==> config.mk <==
export PLATFORM = sky130hd
export DESIGN_NAME = posit32_regime_arbiter_flat
export DESIGN_NICKNAME = d
export VERILOG_FILES = /design/src/rtl/posit32_regime_arbiter_pkg.sv /design/src/rtl/posit32_regime_arbiter_if.sv /design/src/rtl/posit32_regime_arbiter_rr_arbiter.sv /design/src/rtl/posit32_regime_arbiter.sv /design/src/flat_wrapper.sv
export SDC_FILE = /design/constraint.sdc
export NUM_CORES = 1
export LEC_CHECK = 0
export CORE_MARGIN = 3
export CORE_UTILIZATION = 55
export DETAILED_ROUTE_END_ITERATION = 10
export GPL_TIMING_DRIVEN = 0
export PLACE_DENSITY = 0.93
export SKIP_LAST_GASP = 1
export SYNTH_ARGS = -nofsm -noshare
export SYNTH_HDL_FRONTEND = slang
export SYNTH_SLANG_ARGS = --single-unit
==> constraint.sdc <==
create_clock -name clk -period 19.6 [get_ports clk]
set_input_delay 1.96 -clock clk [delete_from_list [all_inputs] [get_ports clk]]
set_output_delay 1.96 -clock clk [all_outputs]
set_load 0.05 [all_outputs]
==> src/rtl/posit32_regime_arbiter_pkg.sv <==
// Shared posit32 types and constants for the regime-decode arbiter slice.
package posit_types;
    localparam int POSIT32_RUN_W = 5;
    localparam logic [31:0] POSIT32_ZERO = 32'h0000_0000;
    localparam logic [31:0] POSIT32_NAR  = 32'h8000_0000;

    typedef logic [31:0] posit32_t;

    typedef struct packed {
        logic                     sign;
        logic                     special;
        logic [POSIT32_RUN_W-1:0] run;
        logic signed [5:0]        k;
    } posit32_regime_t;
endpackage

==> src/rtl/posit32_regime_arbiter_if.sv <==
// Request and result handshake bundle between issue queues, the arbiter and the extract stage.
interface posit32_regime_arbiter_if
    import posit_types::*;
#(
    parameter int NUM_REQ = 4,
    parameter int ID_W    = $clog2(NUM_REQ)
) ();
    logic [NUM_REQ-1:0]       req_valid;
    logic [NUM_REQ-1:0]       req_ready;
    logic [NUM_REQ-1:0][31:0] req_data;
    logic                     out_valid;
    logic                     out_ready;
    logic [ID_W-1:0]          out_id;
    posit32_t                 out_data;
    posit32_regime_t          out_regime;

    modport master (
        output req_valid, req_data, out_ready,
        input  req_ready, out_valid, out_id, out_data, out_regime
    );
    modport slave (
        input  req_valid, req_data, out_ready,
        output req_ready, out_valid, out_id, out_data, out_regime
    );
endinterface

==> src/rtl/posit32_regime_arbiter_rr_arbiter.sv <==
// Round-robin arbiter: searches from the last winner + 1 with wrap-around; owns the pointer.
module rr_arbiter #(
    parameter int N  = 4,
    parameter int IW = $clog2(N)
) (
    input  logic          clk,
    input  logic          rst,
    input  logic [N-1:0]  req,
    input  logic          advance,
    output logic [N-1:0]  grant,
    output logic [IW-1:0] grant_idx
);
    logic [IW-1:0] last;

    always_comb begin
        int  j;
        logic found;
        grant     = '0;
        grant_idx = '0;
        found     = 1'b0;
        j         = 0;
        for (int off = 1; off <= N; off++) begin
            j = int'(last) + off;
            if (j >= N) j = j - N;
            if (!found && req[j]) begin
                found     = 1'b1;
                grant[j]  = 1'b1;
                grant_idx = IW'(j);
            end
        end
    end

    // Pointer moves only on an accepted transfer, so an idle grant can wander freely.
    always_ff @(posedge clk or posedge rst) begin
        if (rst)          last <= IW'(N - 1);
        else if (advance) last <= grant_idx;
    end
endmodule

==> src/rtl/posit32_regime_arbiter.sv <==
// Shared posit32 regime decoder: round-robin select, operand register, result register.
// Optional per-requester grant counters under POSIT32_ARB_STATS_EN.
module posit32_regime_arbiter
    import posit_types::*;
#(
    parameter int NUM_REQ = 4,
    parameter int ID_W    = $clog2(NUM_REQ)
) (
    input  logic                     clk,
    input  logic                     rst,
    posit32_regime_arbiter_if.slave  bus
`ifdef POSIT32_ARB_STATS_EN
    ,
    input  logic                     stat_clr,
    output logic [NUM_REQ-1:0][15:0] stat_grants
`endif
);
    function automatic posit32_regime_t regime_of(input posit32_t d);
        posit32_regime_t r;
        logic [30:0]     body;
        logic            stop;
        r      = '0;
        r.sign = d[31];
        stop   = 1'b0;
        // Low 31 bits of the two's complement are all the run scan needs.
        body   = d[31] ? 31'(~d[30:0] + 31'd1) : d[30:0];
        if (d == POSIT32_ZERO || d == POSIT32_NAR) begin
            r.special = 1'b1;
        end else begin
            for (int i = 30; i >= 0; i--) begin
                if (!stop) begin
                    if (body[i] == body[30]) r.run = r.run + 1'b1;
                    else                     stop  = 1'b1;
                end
            end
            r.k = body[30] ? $signed({1'b0, r.run}) - 6'sd1 : -$signed({1'b0, r.run});
        end
        return r;
    endfunction

    logic [NUM_REQ-1:0] grant;
    logic [ID_W-1:0]    grant_idx;
    logic [2:1]         vld_pipe;
    logic [ID_W-1:0]    s1_id;
    posit32_t           s1_data;
    logic [ID_W-1:0]    out_id_q;
    posit32_t           out_data_q;
    posit32_regime_t    out_regime_q;
    logic               s1_ready, s2_ready, any_req, accept;

    assign any_req  = |bus.req_valid;
    assign s2_ready = !vld_pipe[2] | bus.out_ready;
    assign s1_ready = !vld_pipe[1] | s2_ready;
    assign accept   = any_req & s1_ready;

    rr_arbiter #(.N(NUM_REQ), .IW(ID_W)) u_arb (
        .clk       (clk),
        .rst       (rst),
        .req       (bus.req_valid),
        .advance   (accept),
        .grant     (grant),
        .grant_idx (grant_idx)
    );

    assign bus.req_ready  = grant & {NUM_REQ{s1_ready}};
    assign bus.out_valid  = vld_pipe[2];
    assign bus.out_id     = out_id_q;
    assign bus.out_data   = out_data_q;
    assign bus.out_regime = out_regime_q;

    always_ff @(posedge clk or posedge rst) begin
        if (rst) begin
            vld_pipe     <= '0;
            s1_id        <= '0;
            s1_data      <= '0;
            out_id_q     <= '0;
            out_data_q   <= '0;
            out_regime_q <= '0;
        end else begin
            if (s1_ready) begin
                vld_pipe[1] <= any_req;
                if (any_req) begin
                    s1_id   <= grant_idx;
                    s1_data <= bus.req_data[grant_idx];
                end
            end
            if (s2_ready) begin
                vld_pipe[2] <= vld_pipe[1];
                if (vld_pipe[1]) begin
                    out_id_q     <= s1_id;
                    out_data_q   <= s1_data;
                    out_regime_q <= regime_of(s1_data);
                end
            end
        end
    end

`ifdef POSIT32_ARB_STATS_EN
    always_ff @(posedge clk or posedge rst) begin
        if (rst) begin
            stat_grants <= '0;
        end else if (stat_clr) begin
            stat_grants <= '0;
        end else begin
            for (int g = 0; g < NUM_REQ; g++) begin
                if (accept && grant_idx == ID_W'(g) && stat_grants[g] != 16'hFFFF)
                    stat_grants[g] <= stat_grants[g] + 16'd1;
            end
        end
    end
`endif
endmodule

==> src/flat_wrapper.sv <==
// flat-port wrapper written by rule: the top's interface ports become plain ports
module posit32_regime_arbiter_flat import posit_types::*;
#(
    parameter int NUM_REQ = 4,
    parameter int ID_W    = $clog2(NUM_REQ)
)
  (clk, rst, bus_req_valid, bus_req_data, bus_out_ready, bus_req_ready, bus_out_valid, bus_out_id, bus_out_data, bus_out_regime);
  posit32_regime_arbiter_if #(.NUM_REQ(NUM_REQ), .ID_W(ID_W)) bus_i ();
  input  logic clk;
  input  logic rst;
  input wire logic [$bits(bus_i.req_valid)-1:0] bus_req_valid;
  input wire logic [$bits(bus_i.req_data)-1:0] bus_req_data;
  input wire logic [$bits(bus_i.out_ready)-1:0] bus_out_ready;
  output wire logic [$bits(bus_i.req_ready)-1:0] bus_req_ready;
  output wire logic [$bits(bus_i.out_valid)-1:0] bus_out_valid;
  output wire logic [$bits(bus_i.out_id)-1:0] bus_out_id;
  output wire logic [$bits(bus_i.out_data)-1:0] bus_out_data;
  output wire logic [$bits(bus_i.out_regime)-1:0] bus_out_regime;
  assign bus_i.req_valid = bus_req_valid;
  assign bus_i.req_data = bus_req_data;
  assign bus_i.out_ready = bus_out_ready;
  assign bus_req_ready = bus_i.req_ready;
  assign bus_out_valid = bus_i.out_valid;
  assign bus_out_id = bus_i.out_id;
  assign bus_out_data = bus_i.out_data;
  assign bus_out_regime = bus_i.out_regime;
  posit32_regime_arbiter #(.NUM_REQ(NUM_REQ), .ID_W(ID_W)) u_core (.clk(clk), .rst(rst), .bus(bus_i));
endmodule
==> flow_summary.yaml <==
place:
  io_buffers: 186
  hpwlAfterDp_um: 25900
  place_congestion: 0.972
  area_post_placement_um2: 12300
setup_path:
  worstPathArrival_ns: 17.30
  worst_ep_required_time_ns: 19.82
  timing.reg2reg.worst_path_depth: 75
  worst_path_largest_cell_delay_ns: 0.75
  cp-start-kind: "flop"
  setup.reg_to_reg.worst_slack_ns: 2.52
  critical_path_cell_count: 75
  cp_delay_by_family_top: "compound AO/OA/AOI/OAI gates"
  critical_path.slowest_cell: "o32ai_1"
  critical_path.startpoint: "u_core.s1_data[1]"
  rr_endpoint: "u_core.bus.out_regime[4]"
  most_frequent_cell_on_the_critical_path: "ha_1"
  path_max_fanout: 9
  critical_path_class: "flop to flop"
  endpoint_kind: "flop"
  critical_path_buf_inv_count: 7
  setup.worst_path.end: "u_core.bus.out_regime[4]"
  worst_flop_to_flop_path_startpoint: "u_core.s1_data[1]"
clock_network:
  clk_pin_slew_worst_paths_ns: 0.06
  post_cts_hold_buffer_count: 0
  cts_max_level: 3
  clock_tree.root_cell: "clkbuf_16"
  cts.repair_timing.setup_buffer_count: 0
  cts_tree: "built"
  cts-root-to-sink-buffers: 2
  clock_sinks: 84
  insertion_delay_ns: 0.34
  cts_repair_resize_count: 0
  cts_buffers: 9
layout:
  synthToLayoutAreaGrowth_pct: 24.7
  layout_cells_sized_above_1: 0.0887
  finalCoreUtilization: 0.701
  final_cell_area_um2: 12600
  finish.net_count: 1722
timing:
  grt_setup_unrepaired: "no"
  relSlewSlack: 0.207
  timing.final.crit_share: 0.872
  finalHoldViolCount: 0
  worst_clock_skew_ns: 0.0123
  timing_max_transition_violations_final: 0
  period_minus_slack_ns: 17.08
  setup_viol: 0
  hold-worst-slack_ns: 0.507
  worst-slew-pin-transition_ns: 1.18
  fin_tns_setup_ns: 0
  maximum_achievable_frequency_mhz: 58.5
logic_synthesis:
  synth.net_count: 1524
  netlist.top_cell.by_area: "dfrtp_1"
  netlist_area_um2: 10100
  synth_cells: 1353
  synth_enable_flop_cells: 0
  synth_warnings: 0
  post_synth.cell_area_avg_um2: 7.49
  postSynth.asyncResetShare: 1.00
  postSynthRegisterBits: 84
  synth_top_cell_area_share: 0.202
  post_synth_num_cell_types: 108
  synth_seq_area_share: 0.208
  synthTopCellsByArea: "dfrtp_1, nand2_1, xnor2_1"
  ys.flop_type: "dfrtp_1"
routing:
  postRouteWirelength_um: 32700
  via_count: 11100
  drt-vias-per-instance: 6.22
  first_iter_violations: 997
  wl_met2_um: 15900
  route.met3.wl_um: 2310
  firstDrtPassIters: 6
  antenna_violating_nets_post_route: 0
  detail_route.wirelength.met1_um: 12900
  top_signal_layer_used: "met4"
  drc: 0
  route.detailed.wl_per_inst_um: 18.3
floorplanning:
  die_area_um2: 20100
  fp.dieW_um: 142
  boundaryPins: 187
  chipHeight_um: 142
  num_rows: 49
  core_region_area_um2: 18000
  start_util: 0.562
job:
  cap_viol_max_count: 0
grt:
  first_global_vias: 10600
  first_pass_grt_wire_length_um: 52900
  grt.total_usage: 0.318
  pin_count_of_the_biggest_net_entering_global_routing: 58
  overflow: 0
  initial_antenna_violation_count: 1
min_path:
  worstHoldPathType: "flop to flop"
run_status:
  status: "finished, final reports clean"
==> layer usage <==
metal / track usage / vias to the layer above
met4: 0.144 / 0
met3: 0.0388 / 120
met1: 0.401 / 5119
met5: 0 / -
met2: 0.543 / 594
li1: - / 5266
==> cells by family after synthesis <==
family                   count (synthesis)  synth area share
AO/OA/AOI/OAI                          321             0.218
XOR/XNOR                               106             0.115
adder cells (fa/ha/maj)                 42            0.0505
buffers and inverters                  119            0.0562
flip-flops                              84             0.208
multiplexers                            53            0.0567
AND/OR/NAND/NOR                        628             0.296
==> layout make-up <==
| cell class | instances | area, µm² |
|---|---|---|
| well taps | 229 | 287 |
| inverters | 31 | 119 |
| flip-flops and latches | 84 | 2100 |
| fillers | 1441 | 5380 |
| plain buffers | 88 | 453 |
| diodes | 1 | 2.50 |
| clock inverters | 5 | 85.1 |
| clock buffers | 10 | 239 |
| repair buffers | 187 | 1890 |
| multi-input cells | 1150 | 7460 |
==> sequential cells by signal, summed over array words and instances (netlist names) <==
signal	cells
u_core.bus.out_data	31
u_core.bus.out_id	2
u_core.bus.out_regime	13
u_core.s1_data	32
u_core.s1_id	2
u_core.u_arb.last	2
u_core.vld_pipe	2
==> worst min-delay path by stage <==
| stage | start | to | depth (start not counted) |
|---|---|---|---|
| final | u_core.bus.out_data[27] | u_core.bus.out_data[27] | 1 |
| after global routing | u_core.bus.out_data[0] | u_core.bus.out_data[0] | 2 |
| after CTS | u_core.bus.out_data[0] | u_core.bus.out_data[0] | 2 |
| after detailed placement | u_core.bus.out_data[0] | u_core.bus.out_data[0] | 2 |
| after global placement | u_core.bus.out_data[0] | u_core.bus.out_data[0] | 2 |
| after floorplan | u_core.s1_id[0] | u_core.bus.out_id[0] | 1 |
==> Yosys cell counts (5+ instances only) <==
cell type  number
nand3_1        60
dfrtp_1        82
xnor3_1         5
and2_1         17
buf_6          10
a211oi_1       14
or3_1          13
o22ai_1         6
nor2b_1         8
buf_1           8
o21ai_0       101
ha_1           36
o32ai_1         5
mux2_2         32
inv_1          31
o41ai_1         6
xor2_1         26
a21o_1          5
buf_4           5
nor3_1         46
nand2_1       284
or2_2          11
a22o_1         12
nand2b_1       10
maj3_1          5
a21oi_1        53
clkbuf_1       56
nand4_1        10
o31ai_1        10
xnor2_2         6
xnor2_1        62
o211ai_1       14
buf_2           6
mux2i_1        20
nor2_1        104
nor4_1         16
a31oi_1        21
and3_1          8
==> cells in the final DEF (no fill, tap or decap), types with 6 or more instances in the layout <==
cell | synthesis | layout
clkbuf_1 | 56 | 56
nor2_1 | 104 | 104
ha_1 | 36 | 36
a21oi_1 | 53 | 53
and3_1 | 8 | 8
mux2_2 | 32 | 32
o31ai_1 | 10 | 10
a31oi_1 | 21 | 21
or3_1 | 13 | 13
nor3_1 | 46 | 46
a22o_1 | 12 | 12
o21ai_0 | 101 | 101
clkdlybuf4s50_1 | 0 | 186
nand2_1 | 284 | 284
dfrtp_1 | 82 | 82
or2_2 | 11 | 11
buf_1 | 8 | 8
buf_2 | 6 | 6
a211oi_1 | 14 | 14
o22ai_1 | 6 | 6
o41ai_1 | 6 | 6
mux2i_1 | 20 | 20
clkbuf_16 | 0 | 9
inv_1 | 31 | 30
o211ai_1 | 14 | 14
xnor2_2 | 6 | 6
nor4_1 | 16 | 16
xor2_1 | 26 | 26
nand2b_1 | 10 | 10
nand4_1 | 10 | 10
nor2b_1 | 8 | 8
xnor2_1 | 62 | 62
nand3_1 | 60 | 60
buf_6 | 10 | 10
and2_1 | 17 | 17
==> through the flow <==
step           std cells  setup slack [ns]
6_report            1785              2.52
5_1_grt             1785              1.32
4_1_cts             1784              2.69
3_5_place_dp        1769              2.80
3_3_place_gp        1768              3.04
2_1_floorplan       1353              5.15
Power is not shown: default switching activity piles up to over one toggle a cycle in this logic, so the estimate is an artifact.
